**config.mk**
```make
export PLATFORM = sky130hd
export DESIGN_NAME = ppu_prog_loader
export DESIGN_NICKNAME = d
export VERILOG_FILES = /design/src/rtl/ppu_prog_loader.sv
export SDC_FILE = /design/constraint.sdc
export NUM_CORES = 1
export LEC_CHECK = 0
export BUFFER_PORTS_ARGS = -buffer_cell sky130_fd_sc_hd__buf_2
export CORE_MARGIN = 4
export CORE_UTILIZATION = 65
export CTS_BUF_LIST = sky130_fd_sc_hd__clkbuf_8
export DETAILED_ROUTE_END_ITERATION = 12
export PLACE_DENSITY = 0.84
export SLEW_MARGIN = 10
export SYNTH_ARGS = -nofsm -noshare
export SYNTH_HDL_FRONTEND = slang
export SYNTH_SLANG_ARGS = --single-unit
```
**constraint.sdc**
```tcl
create_clock -name clk -period 5.1 [get_ports clk]
set_input_delay 0.255 -clock clk [delete_from_list [all_inputs] [get_ports clk]]
set_output_delay 0.255 -clock clk [all_outputs]
set_load 0.1 [all_outputs]
```
**src/rtl/ppu_prog_loader.sv**
```systemverilog
// ppu_prog_loader
//   Fills the PPU instruction ROM and data RAM from a host byte stream and
//   keeps the PPU in reset until a complete, checksum-verified image is in.
//   Frame: 4-byte big-endian length N, N payload bytes, 1 checksum byte
//   (8-bit sum of the payload).
// Ports:
//   clk, reset     rising-edge clock, synchronous active-high reset
//   start          one-cycle pulse, restarts a load from RUN or ERR
//   in_valid/in_data/in_ready  host byte handshake (transfer on valid&&ready)
//   mem_we/mem_addr/mem_data   registered byte-write port to ROM and RAM
//   cpu_reset      PPU reset, high except in RUN
//   done           image loaded and verified
//   error          bad length or bad checksum
module ppu_prog_loader #(
  parameter int ADDR_W    = 9,
  parameter int MEM_BYTES = 512,
  parameter int RST_HOLD  = 2     // must be >= 1
) (
  input  logic              clk,
  input  logic              reset,
  input  logic              start,
  input  logic              in_valid,
  input  logic [7:0]        in_data,
  output logic              in_ready,
  output logic              mem_we,
  output logic [ADDR_W-1:0] mem_addr,
  output logic [7:0]        mem_data,
  output logic              cpu_reset,
  output logic              done,
  output logic              error
);

  typedef enum logic [2:0] {S_LEN, S_DATA, S_CSUM, S_HOLD, S_RUN, S_ERR} state_t;

  state_t            state, state_n;
  // cnt is shared: length-byte index in LEN, payload index in DATA,
  // hold-cycle count in HOLD. Only one use is live per state.
  logic [31:0]       cnt, cnt_n;
  logic [31:0]       len, len_n, len_sh;
  logic [7:0]        csum, csum_n;
  logic              xfer, we_n;
  logic [ADDR_W-1:0] addr_n;
  logic [7:0]        data_n;

  always_comb begin
    in_ready = !reset && (state == S_LEN || state == S_DATA || state == S_CSUM);
    xfer     = in_valid && in_ready;
    len_sh   = {len[23:0], in_data};
    state_n  = state;
    cnt_n    = cnt;
    len_n    = len;
    csum_n   = csum;
    we_n     = 1'b0;
    addr_n   = mem_addr;
    data_n   = mem_data;
    case (state)
      S_LEN: if (xfer) begin
        len_n = len_sh;
        if (cnt == 32'd3) begin
          cnt_n = '0;
          if (len_sh > 32'(MEM_BYTES)) state_n = S_ERR;
          else if (len_sh == 32'd0)    state_n = S_CSUM;
          else                         state_n = S_DATA;
        end else begin
          cnt_n = cnt + 32'd1;
        end
      end
      S_DATA: if (xfer) begin
        // length already bounded by MEM_BYTES, so the index fits ADDR_W
        we_n   = 1'b1;
        addr_n = cnt[ADDR_W-1:0];
        data_n = in_data;
        csum_n = csum + in_data;
        cnt_n  = cnt + 32'd1;
        if (cnt + 32'd1 == len) begin
          cnt_n   = '0;
          state_n = S_CSUM;
        end
      end
      S_CSUM: if (xfer) begin
        cnt_n   = '0;
        state_n = (in_data == csum) ? S_HOLD : S_ERR;
      end
      S_HOLD: begin
        if (cnt == 32'(RST_HOLD - 1)) begin
          cnt_n   = '0;
          state_n = S_RUN;
        end else begin
          cnt_n = cnt + 32'd1;
        end
      end
      S_RUN, S_ERR: if (start) begin
        state_n = S_LEN;
        cnt_n   = '0;
        len_n   = '0;
        csum_n  = '0;
      end
      default: state_n = S_LEN;
    endcase
  end

  always_ff @(posedge clk) begin
    if (reset) begin
      state     <= S_LEN;
      cnt       <= '0;
      len       <= '0;
      csum      <= '0;
      mem_we    <= 1'b0;
      mem_addr  <= '0;
      mem_data  <= '0;
      cpu_reset <= 1'b1;
      done      <= 1'b0;
      error     <= 1'b0;
    end else begin
      state     <= state_n;
      cnt       <= cnt_n;
      len       <= len_n;
      csum      <= csum_n;
      mem_we    <= we_n;
      mem_addr  <= addr_n;
      mem_data  <= data_n;
      // status flags track the state being entered so they line up with it
      cpu_reset <= (state_n != S_RUN);
      done      <= (state_n == S_RUN);
      error     <= (state_n == S_ERR);
    end
  end

endmodule

```
; After elaboration in Yosys (flattened, before gate mapping)
; Index checks and enable logic that the tools add are counted.
[word_totals]
mem_bits_rw = 0
n_memories = 0
regBits = 96
in_bits = 12
word_cells = 71
latchBits = 0
rom_bits = 0
[op_classes]
muxes = 25
order_cmp = 1
bitwise_logic = 1
n_addsub = 2
mul = 0
shift = 0
n_eq_ne = 16
n_reduce_logical = 16
div_mod_pow = 0
[op_table]
columns = operator, count
row1 = $mux W32, 8
row2 = $pmux W32 S5, 1
row3 = $pmux W32 S2, 1
row4 = $add A32 B1 Y32 const B, 1
row5 = $eq A32 B1 Y1 const B, 1
row6 = $eq A32 B2 Y1 const B, 1
row7 = $eq A32 B32 Y1, 1
row8 = $gt A32 B10 Y1 const B, 1
row9 = $logic_not A32 Y1, 1
row10 = $mux W3, 9
row11 = $mux W8, 2
row12 = $pmux W8 S2, 1
row13 = $pmux W3 S5, 1
row14 = $eq A3 B3 Y1 const B, 4
row15 = $add A8 B8 Y8, 1
row16 = $eq A8 B8 Y1, 1
row17 = $ne A2 B2 Y1 const B, 4
row18 = $eq A3 B2 Y1 const B, 2
row19 = $reduce_and A3 Y1, 2
row20 = $reduce_and A5 Y1, 1
row21 = $reduce_bool A5 Y1, 1
row22 = $reduce_bool A2 Y1, 2
row23 = $reduce_or A2 Y1, 2
row24 = $eq A3 B1 Y1 const B, 1
row25 = other kinds (9), 11

; Depth between registers and ports, before layout
; Gate-level depths: netlist of run 1.
[logic_depth]
depth_word = 8
mapped_depth = 12

; Least setup slack after synthesis of run 1
; Ideal clock, no wire load.
[synth_timing]
path_kind = reg-to-reg
start = register state[1]
end = register cnt[31]
required_ns = 4.968
arrival_ns = 4.357
path_buffers = 3
path_stages_with_launch = 11
slack_ns = 0.611
path_cell_list = dfxtp_1 > clkbuf_1 > a211oi_1 > nand2_1 > a21oi_1 > a21o_1 > clkbuf_1 > clkbuf_1 > nand3_1 > o2111ai_1 > o21ai_0
[synth_between]
elab_chain_len = 7
elab_cells_between_ends = 18
classes_between = 9 x eq/ne / 1 x mux / 8 x reduce/logical
[synth_rtl]
columns = item, line
row1 = from (decl), 35  ; state_t state, state_n;
row2 = from (signal assigned), 115  ; state <= state_n;
row3 = $eq A3 B1 Y1 / $logic_not A3 Y1 (equally long branches), 46  ; in_ready = !reset && (state == S_LEN || state == S_DATA || state == S_CSUM);
row4 = $logic_or A1 B1 Y1, 46
row5 = $logic_or A1 B1 Y1 *, 46
row6 = $logic_and A1 B1 Y1 *, 46
row7 = named net in_ready, 24  ; output logic in_ready,
row8 = $logic_and A1 B1 Y1 *, 47  ; xfer = in_valid && in_ready;
row9 = $ne A2 B2 Y1 (no source line), -
row10 = $reduce_and A5 Y1 (no source line) *, -
row11 = to (signal assigned), 116  ; cnt <= cnt_n;
row12 = to (decl), 38  ; logic [31:0] cnt, cnt_n;
; Mark *: on every way through the listed nets, which the timed path passes. The rest lies on a longest branch.
; A chain may end at the register's enable or synchronous reset.

; Worst setup path after layout of run 1
[layout_timing]
start = register cnt[3]
end = register cnt[28]
[layout_between]
elab_chain_len = 5
elab_cells_between_ends = 10
classes_between = 1 x add/sub / 3 x eq/ne / 6 x mux
[layout_rtl]
columns = item, line
row1 = $add A32 B1 Y32, -
row2 = $eq A32 B32 Y1, 75  ; if (cnt + 32'd1 == len) begin
row3 = $mux W32, 75
row4 = $mux W32, 68  ; S_DATA: if (xfer) begin
row5 = $pmux W32 S5 *, 56  ; case (state)
; Every way passes the cells marked *; elsewhere a longest branch is shown, timed or not. The select of a mux whose other input is x is not followed.

==> run metrics, run 1 <==
status completed; Inst Count DP 892; drt first pass iters 8; VDD IR-drop max 0.000212 V; final period utilization 0.809; Placer Congestion 1.08; share of layout cells above drive strength 1 0.102; Antenna Nets Post-Route 0; Critical Path End Type flop; root buffer cell clkbuf_8; crit-path cells and4_1 -> nand2_2 -> or4_4 -> and2_1 -> nor4b_2 -> and4_1 -> nand2_1 -> a311o_1 -> o2bb2ai_1; Fmax achieved 0.242 GHz; pwr/cell area 221 nW/um^2; Cell Count, Final, Fillers Out 908; RSZ-0062 raised after global routing no; Synth Flop Type dfxtp_1; CTS resizes 0; DR WL/cell 22.8 um; CP startpoint kind flop; worst-margin pin slew 1210 ps; slew margin rel. 0.190; Ant. Diodes 0; Yosys reg bits 96; Total Die Area 11000 sq um; CTS Hold Bufs 0; Avg Synthesized Cell Area 7.67 sq um; clk buf depth 2; largest net degree at the start of global routing 82; max_cap viols 0; chip width 105 um; Pleak 2.29 nW; Die Y 105 um; library cells used by synthesis 72; CTS sink cnt 96; Data required, critical path 5360 ps; hold crit path type primary input to flop; cells after synthesis 797; Detailed Route Iter0 Violations 875; nets 814; synthesized area 6120 sq um; CP most frequent cell and4_1; Async SR Flop Fraction 0; crit path time final 4130 ps; setup violators final 0; crit-path leading delay family simple AND/OR/NAND/NOR gates; Multi-input gate area 3870 sq um; setup tns final 0 ps; Seq/Total Area, Yosys 0.314; # rows 35; Clock Latency Late Sink 370 ps; GRT Total Usage 0.376; critical path class flop to flop; WP data arrival 4390 ps; H-tree depth 3; CP Buf/Inv Count 0; Sequential cell area 1920 sq um; Initial Util 0.665; Setup Fix Bufs, Post-CTS 0; Vias 6494; vias in the first global route 5814; final wirelength 20.7 mm; final hold viol count 0; core box area 9200 sq um; Max stage delay on crit path 650 ps; antenna violations before repair 0; fillers 780; drt drc 0; Yosys warnings 0; IO Pins 34; number of flops mapped to enable cells by yosys 0; CTS Buf Count 9; syn_nets 819; Slew Viols, Final 0; Crit Path Max Fanout 12; Area Overhead vs Synth 4.87%; TritonCTS clock tree built; first-pass GRT wire length 32.9 mm; Congestion Overflow GR 0; Max stage delay cell, worst path and4_1; Clock Skews 15.2 ps; clock transition at the registers of the reported paths 110 ps; routed vias/inst 7.15; Port Buffers 33; dpl hpwl 14.9 mm
-- layout make-up --
type	count	share of cell area
flip-flops and latches	96	0.300
multi-input cells	627	0.603
repair buffers	41	0.0351
clock inverters	6	0.00917
clock buffers	10	0.0215
inverters	17	0.00995
well taps	111	0.0217
-- worst min-delay path: stages --
cell	delay, ps
buf_2	130
nand2_1	60
a21oi_1	50
-- report_power, final --
part | switching (mW) | internal, mW
Sequential | 0.0117 | 0.755
Combinational | 0.0990 | 0.0417
Clock | 0.309 | 0.202
-- through the flow --
| stage | area (sq um) | setup WS (ps) | hold slack (ps) | util | total power [mW] |
|---|---|---|---|---|---|
| 6_report | 6410 | 972 | 152 | 0.697 | 1.42 |
| 2_1_floorplan | 6120 | 611 | 391 | - | 0.875 |
| 4_1_cts | 6410 | 1080 | 147 | 0.697 | 1.41 |
| 5_1_grt | 6410 | 872 | 154 | 0.697 | 1.46 |
| 3_3_place_gp | 6220 | 1110 | 439 | 0.676 | 0.913 |
| 3_5_place_dp | 6220 | 1100 | 444 | 0.676 | 0.918 |
-- cell usage after synthesis, drive strengths merged (3+ instances only) --
master / count / area (sq um)
nand2: 117 / 442
buf: 20 / 126
nor3: 25 / 135
o21a: 4 / 30.0
and2: 7 / 43.8
or2: 3 / 18.8
and4: 7 / 61.3
nor2: 40 / 153
nor2b: 7 / 43.8
xnor2: 34 / 298
o31a: 4 / 35.0
a21oi: 78 / 398
nand3: 62 / 338
nor3b: 4 / 30.0
and3: 11 / 68.8
o21bai: 8 / 60.1
or3: 7 / 43.8
o221ai: 3 / 26.3
o31ai: 13 / 97.6
o22ai: 4 / 25.0
a22oi: 8 / 60.1
a21o: 6 / 45.0
o21ai: 24 / 120
clkbuf: 37 / 139
or4: 9 / 71.3
nand4: 20 / 140
a211o: 4 / 35.0
nor4: 30 / 245
a211oi: 17 / 128
ha: 9 / 113
a31oi: 6 / 37.5
o2111ai: 4 / 35.0
xor2: 22 / 193
dfxtp: 96 / 1920
o2bb2ai: 5 / 43.8
inv: 17 / 63.8
-- worst paths after layout --
check             slack [ps]                      from                       end  cells after the start
setup reg to reg         970       cnt[3]$_SDFFE_PP0P_      cnt[28]$_SDFFE_PP0P_                      9
hold / removal           150                in_data[0]  mem_data[0]$_SDFFE_PP0P_                      3
setup / recovery         970       cnt[3]$_SDFFE_PP0P_      cnt[28]$_SDFFE_PP0P_                      9
hold reg to reg          460  mem_addr[5]$_SDFFE_PP0P_  mem_addr[5]$_SDFFE_PP0P_                      2
-- kinds of logic (layout without fill, tap and decap cells) --
group / count (synthesis) / after routing / synth area share
and+or+nand+nor: 356 / 356 / 0.310
AOI/OAI and AO/OA: 204 / 204 / 0.218
DFF: 96 / 96 / 0.314
buffers and inverters: 74 / 74 / 0.0538
xor gates and xnor gates: 56 / 56 / 0.0802
adders and majority gates: 10 / 10 / 0.0217
muxes: 1 / 1 / 0.00164
-- registers in the layout, indices dropped and copies added (netlist names) --
register,cells
mem_we,1
mem_addr,9
error,1
csum,8
cpu_reset,1
len,32
mem_data,8
state,3
done,1
cnt,32
-- layer usage --
metal / vias to the layer above / GRT usage / wire length (um)
met5: - / 0 / 0
met4: 0 / 0.115 / 768
met3: 77 / 0.0574 / 2490
met2: 470 / 0.585 / 9170
met1: 3035 / 0.536 / 8260
li1: 2912 / - / -
-- cell usage in the layout (no fill, tap or decap), drive strengths merged, types with 7 or more instances in the layout --
cell type  count
nor4          30
nand4         20
and4           7
o21ai         24
or4            9
nand3         62
nor2          40
xnor2         34
o31ai         13
inv           20
nor3          25
a211oi        17
nand2        117
a22oi          8
nor2b          7
o21bai         8
and2           7
clkbuf        10
xor2          22
dfxtp         96
buf           41
ha             9
and3          11
a21oi         78
or3            7
Power figures use the tool's default switching activity.
==> run 2: changes to the inputs <==
--- a/config.mk
+++ b/config.mk
@@ -7,10 +7,10 @@
 export LEC_CHECK = 0
 export BUFFER_PORTS_ARGS = -buffer_cell sky130_fd_sc_hd__buf_2
 export CORE_MARGIN = 4
-export CORE_UTILIZATION = 65
+export CORE_UTILIZATION = 58
 export CTS_BUF_LIST = sky130_fd_sc_hd__clkbuf_8
 export DETAILED_ROUTE_END_ITERATION = 12
-export PLACE_DENSITY = 0.84
+export PLACE_DENSITY = 0.79
 export SLEW_MARGIN = 10
 export SYNTH_ARGS = -nofsm -noshare
 export SYNTH_HDL_FRONTEND = slang
==> constraint.sdc (replaced) <==
create_clock -name clk -period 3.48 [get_ports clk]
set_input_delay 0.174 -clock clk [delete_from_list [all_inputs] [get_ports clk]]
set_output_delay 0.174 -clock clk [all_outputs]
set_load 0.1 [all_outputs]
==> run metrics, run 2 (same netlist as run 1, synthesis figures left out) <==
Clock Latency Late Sink 400 ps (+30 ps); CTS Buf Count 9 (unchanged); Ant. Diodes 0 (unchanged); Finished Cell Area 6840 sq um (+6.6%); antenna violations before repair 0 (unchanged); placed inst area 6650 sq um (+7.0%); crit-path leading delay family simple AND/OR/NAND/NOR gates; Vias 6470 (-0.37%); first-pass GRT wire length 33.6 mm (+1.9%); Sequential cell area 1920 sq um (about the same); R2R Setup Slk 90 ps (-880 ps); Slew Viols, Final 0 (unchanged); worst-margin pin slew 1170 ps (-42.6 ps); WP depth 11 (+2); Max Used Layer met4; Max stage delay on crit path 590 ps (-60 ps); VDD IR-drop max 0.000369 V (+74%); final hold viol count 0 (unchanged); max_cap viols 0 (unchanged); Die Y 111 um (+5.4%); IO Pins 34 (unchanged); Data required, critical path 3730 ps (-1630 ps); Area Overhead vs Synth 11.8%; setup violators final 0 (unchanged); chip width 111 um (+5.4%); R2R Path End cnt[31]$_SDFFE_PP0P_; nets 862 (+5.9%); met3 WL 2.28 mm (-8.2%); WP data arrival 3630 ps (-760 ps); CP most frequent cell nand2_1; CTS sink cnt 96 (unchanged); Detailed Route Iter0 Violations 783 (-11%); # rows 37 (+5.7%); GRT Total Usage 0.343 (-0.0328); Crit Path Max Fanout 7 (-5); r2r startpoint cnt[1]$_SDFFE_PP0P_; share of layout cells above drive strength 1 0.157 (+0.0558); setup tns final 0 ps (unchanged); DR WL/cell 21.6 um (-5.3%); Initial Util 0.595 (-0.0700); critical path class flop to flop; most common cell after layout, fill and taps aside nand2_1; Max stage delay cell, worst path or4_1; Clock Skews 12.1 ps (-3.17 ps); H-tree depth 3 (unchanged); routed vias/inst 6.60 (-7.8%); DRT met1 WL 8.89 mm (+7.7%); CTS Hold Bufs 0 (unchanged); Congestion Overflow GR 0 (unchanged); core box area 10300 sq um (+12%); clk buf depth 2 (unchanged); WL met2 9.03 mm (-1.6%); largest net degree at the start of global routing 95 (+16%); Placer Congestion 1.07 (-0.35%); Port Buffers 33 (unchanged); Critical Path End Type flop; CP startpoint kind flop; vias in the first global route 6041 (+3.9%); Worst Reg-to-Reg Cells 11 (+2); crit path time final 3390 ps (-742 ps); fillers 911 (+17%); crit-path cells ha_1 -> nand2_1 -> or4_1 -> xnor2_1 -> nor3_1 -> and3b_1 -> and4_1 -> nand2_1 -> buf_4 -> o2111ai_1 -> o21ai_0; most frequent cells in the layout nand2_1 (116), dfxtp_1 (95), a21oi_1 (76); slew margin rel. 0.219 (+0.0284); Antenna Nets Post-Route 0 (unchanged); hold crit path type primary input to flop; Total Die Area 12300 sq um (+11%); Fmax achieved 0.295 GHz (+22%); status completed; Worst Setup EP cnt[31]$_SDFFE_PP0P_; final period utilization 0.973 (+0.164); Hold Crit Start in_data[4]; largest registers cnt: 32 flops, len: 32 flops, mem_addr: 9 flops; final wirelength 21.2 mm (+2.3%); CP Buf/Inv Count 1 (+1); drt drc 0 (unchanged); root buffer cell clkbuf_8; Multi-input gate area 3880 sq um (+0.32%); drt first pass iters 6 (-2); Pleak 2.54 nW (+11%); dpl hpwl 15.9 mm (+6.8%); TritonCTS clock tree built; pwr/cell area 299 nW/um^2 (+35%); clock transition at the registers of the reported paths 100 ps (about the same); Critical path origin cnt[1]$_SDFFE_PP0P_
==> run 2: final cells by class <==
type / instances / share of cell area
Sequential cell: 96 / 0.281
Clock inverter: 7 / 0.00787
Inverter: 17 / 0.00933
Multi-Input combinational cell: 627 / 0.567
Timing Repair Buffer: 89 / 0.0911
Tap cell: 136 / 0.0249
Clock buffer: 9 / 0.0181
==> run 2: worst min-delay path by stage <==
stage | to | slack (ps) | cells after the start
finish | mem_data[4]$_SDFFE_PP0P_ | 50 | 3
global route | mem_data[4]$_SDFFE_PP0P_ | 60 | 3
CTS | mem_data[4]$_SDFFE_PP0P_ | 30 | 3
detailed placement | mem_addr[5]$_SDFFE_PP0P_ | 440 | 2
global placement | mem_data[4]$_SDFFE_PP0P_ | 440 | 2
floorplan | mem_data[0]$_SDFFE_PP0P_ | 310 | 2
==> run 2: power by group <==
group / switching [mW] / internal [mW] / total [mW]
Clock: 0.435 / 0.267 / 0.702
Sequential: 0.0138 / 1.11 / 1.12
Combinational: 0.147 / 0.0767 / 0.223
Total: 0.596 / 1.45 / 2.05
==> run 2: tightest hold or removal path: stages <==
cell	delay, ps
buf_2	120
nand2_1	50
a21oi_1	50
==> run 2: stage by stage <==
stage               power (mW)  hold slack (ps)  worst slack, ps  instances  utilization
global route              2.11             63.2            -1.03        981        0.665
global placement          1.36              439              171        965        0.647
floorplan                 1.28              310             34.1        797            -
CTS                       2.05             33.2              136        981        0.664
finish                    2.05             48.4             94.0        981        0.665
detailed placement        1.36              444              158        965        0.647
==> run 2: what timing repair did <==
item / CTS / global route
setup endpoints to repair: 0 / 11
setup buffers: 0 / 0
resized for setup: 0 / 3
==> run 2: layer usage <==
layer	GRT usage	vias up
li1	-	3007
met2	0.500	389
met1	0.486	3002
met3	0.0710	72
met4	0.155	0
met5	0	-
==> run 3: changes to the inputs <==
--- a/config.mk
+++ b/config.mk
@@ -6,7 +6,6 @@
 export NUM_CORES = 1
 export LEC_CHECK = 0
 export BUFFER_PORTS_ARGS = -buffer_cell sky130_fd_sc_hd__buf_2
-export CORE_MARGIN = 4
 export CORE_UTILIZATION = 58
 export CTS_BUF_LIST = sky130_fd_sc_hd__clkbuf_8
 export DETAILED_ROUTE_END_ITERATION = 12
==> run metrics, run 3 (same netlist as run 1, synthesis figures left out) <==
WHS Endpoint mem_data[4]$_SDFFE_PP0P_; root buffer cell clkbuf_8; Vias 6552 (+1.3%); Crit Path Max Fanout 12 (+5); Placer Congestion 1.10 (+2.5%); Max stage delay on crit path 500 ps (-90 ps); hold crit path type primary input to flop; IO Pins 34 (unchanged); status completed; critical path class flop to flop; setup tns final 0 ps (unchanged); most common cell after layout, fill and taps aside nand2_1; Multi-input gate area 3890 sq um (+0.29%); Ant. Diodes 0 (unchanged); Detailed Route Iter0 Violations 769 (-1.8%); largest registers cnt: 32 flops, len: 32 flops, mem_addr: 9 flops; vias in the first global route 6107 (+1.1%); DR WL/cell 21.6 um (+0.35%); final wirelength 21.2 mm (+0.35%); drt first pass iters 5 (-1); H-tree depth 3 (unchanged); r2r startpoint cnt[3]$_SDFFE_PP0P_; largest net degree at the start of global routing 57 (-40%); Setup Fix Bufs, Post-CTS 0 (unchanged); WP data arrival 3640 ps (about the same); Clock Skews 17.9 ps (+5.81 ps); setup violators final 0 (unchanged); Pleak 2.55 nW (+0.51%); Hold Crit Start in_data[4]; Die Y 105 um (-5.4%); Clock Latency Late Sink 400 ps (about the same); Finished Cell Area 6870 sq um (+0.53%); Antenna Nets Post-Route 0 (unchanged); placed inst area 6630 sq um (-0.38%); max_cap viols 0 (unchanged); TritonCTS clock tree built; chip width 105 um (-5.4%); first-pass GRT wire length 33.1 mm (-1.4%); clk buf depth 2 (unchanged); fillers 874 (-4.1%); antenna violations before repair 0 (unchanged); final period utilization 0.970 (-0.00340); routed vias/inst 6.68 (+1.3%); Max stage delay cell, worst path dfxtp_1; dpl hpwl 15.8 mm (-0.96%); clock transition at the registers of the reported paths 110 ps (about the same); final core utilization 0.669 (+0.00353); Fmax achieved 0.296 GHz (+0.35%); pwr/cell area 315 nW/um^2 (+5.1%); Worst Reg-to-Reg Cells 11 (unchanged); Critical Path End Type flop; CTS Buf Count 9 (unchanged); R2R Path End cnt[24]$_SDFFE_PP0P_; most frequent cells in the layout nand2_1 (116), dfxtp_1 (91), a21oi_1 (76); Data required, critical path 3740 ps (about the same); share of layout cells above drive strength 1 0.166 (+0.00828); Min-Delay Path Depth 3 (unchanged); RSZ-0062 raised after global routing no; R2R Setup Slk 110 ps (about the same); VDD IR-drop max 0.000380 V (+2.7%); nets 862 (unchanged); Initial Util 0.595 (unchanged); GRT Total Usage 0.392 (+0.0491); hold slack 40.9 ps (-7.49 ps); worst-margin pin slew 716 ps (-455 ps); Congestion Overflow GR 0 (unchanged); Port Buffers 33 (unchanged); CTS sink cnt 96 (unchanged); # rows 37 (unchanged); CP startpoint kind flop; Sequential cell area 1930 sq um (+0.26%); Area Overhead vs Synth 12.4%; slew margin rel. 0.521 (+0.302); CP most frequent cell buf_4; core box area 10300 sq um (unchanged); Slew Viols, Final 0 (unchanged); crit-path cells nand4_4 -> nor4_4 -> buf_4 -> xnor2_1 -> a2111oi_2 -> o2111ai_1 -> nor4_2 -> a21oi_2 -> nor2_2 -> buf_4 -> a211oi_1; drt drc 0 (unchanged); final hold viol count 0 (unchanged); Total Die Area 11000 sq um (-11%); CTS Hold Bufs 0 (unchanged); crit path time final 3370 ps (-11.8 ps)
-- run 3: worst max-delay path: cells and delay by family, from the launching register on --
family / cells / cell delay (ps)
and+or+nand+nor: 4 / 1150
AOI/OAI and AO/OA: 4 / 950
buffers and inverters: 2 / 520
DFF: 1 / 500
xor gates and xnor gates: 1 / 110
-- run 3: worst max-delay path by stage --
stage                              startpoint                    to  slack (ps)  depth (start not counted)
after floorplan           state[1]$_SDFF_PP0_  cnt[31]$_SDFFE_PP0P_          30                         10
after global placement    cnt[4]$_SDFFE_PP0P_  cnt[20]$_SDFFE_PP0P_         110                         11
after detailed placement  cnt[4]$_SDFFE_PP0P_  cnt[24]$_SDFFE_PP0P_         120                         11
after CTS                 cnt[4]$_SDFFE_PP0P_  cnt[24]$_SDFFE_PP0P_         100                         11
after global routing      cnt[1]$_SDFFE_PP0P_  cnt[22]$_SDFFE_PP0P_           1                         12
final                     cnt[3]$_SDFFE_PP0P_  cnt[24]$_SDFFE_PP0P_         110                         11
-- run 3: layout make-up --
type	count	share of cell area
Tap cell	136	0.0248
Timing Repair Buffer	89	0.0870
Clock buffer	10	0.0200
Clock inverter	6	0.0124
Multi-Input combinational cell	627	0.566
Inverter	17	0.00928
Sequential cell	96	0.280
-- run 3: stage by stage --
step,worst slack [ps],power (mW),instances
detailed placement,118,1.36,965
global route,1.22,2.23,981
finish,106,2.16,981
CTS,98.4,2.16,981
global placement,113,1.36,965
floorplan,34.1,1.28,797
-- run 3: routing by layer --
layer | wire length (um) | global-route usage | vias to the layer above
li1 | - | - | 3000
met1 | 8810 | 0.535 | 3066
met2 | 9130 | 0.587 | 407
met3 | 2370 | 0.0917 | 79
met4 | 918 | 0.179 | 0
met5 | 0 | 0 | -
-- run 3: report_power, final --
| part | internal, mW | switching [mW] | leakage, nW |
|---|---|---|---|
| combinational | 0.0749 | 0.148 | 1.67 |
| sequential | 1.11 | 0.0162 | 0.777 |
| clock | 0.370 | 0.446 | 0.110 |
| total | 1.55 | 0.610 | 2.55 |
-- run 3: what timing repair did --
| item | CTS | global route |
|---|---|---|
| gates resized for setup | 0 | 12 |
| endpoints found under the setup margin | 0 | 33 |
| endpoints found under the hold margin | 0 | 0 |
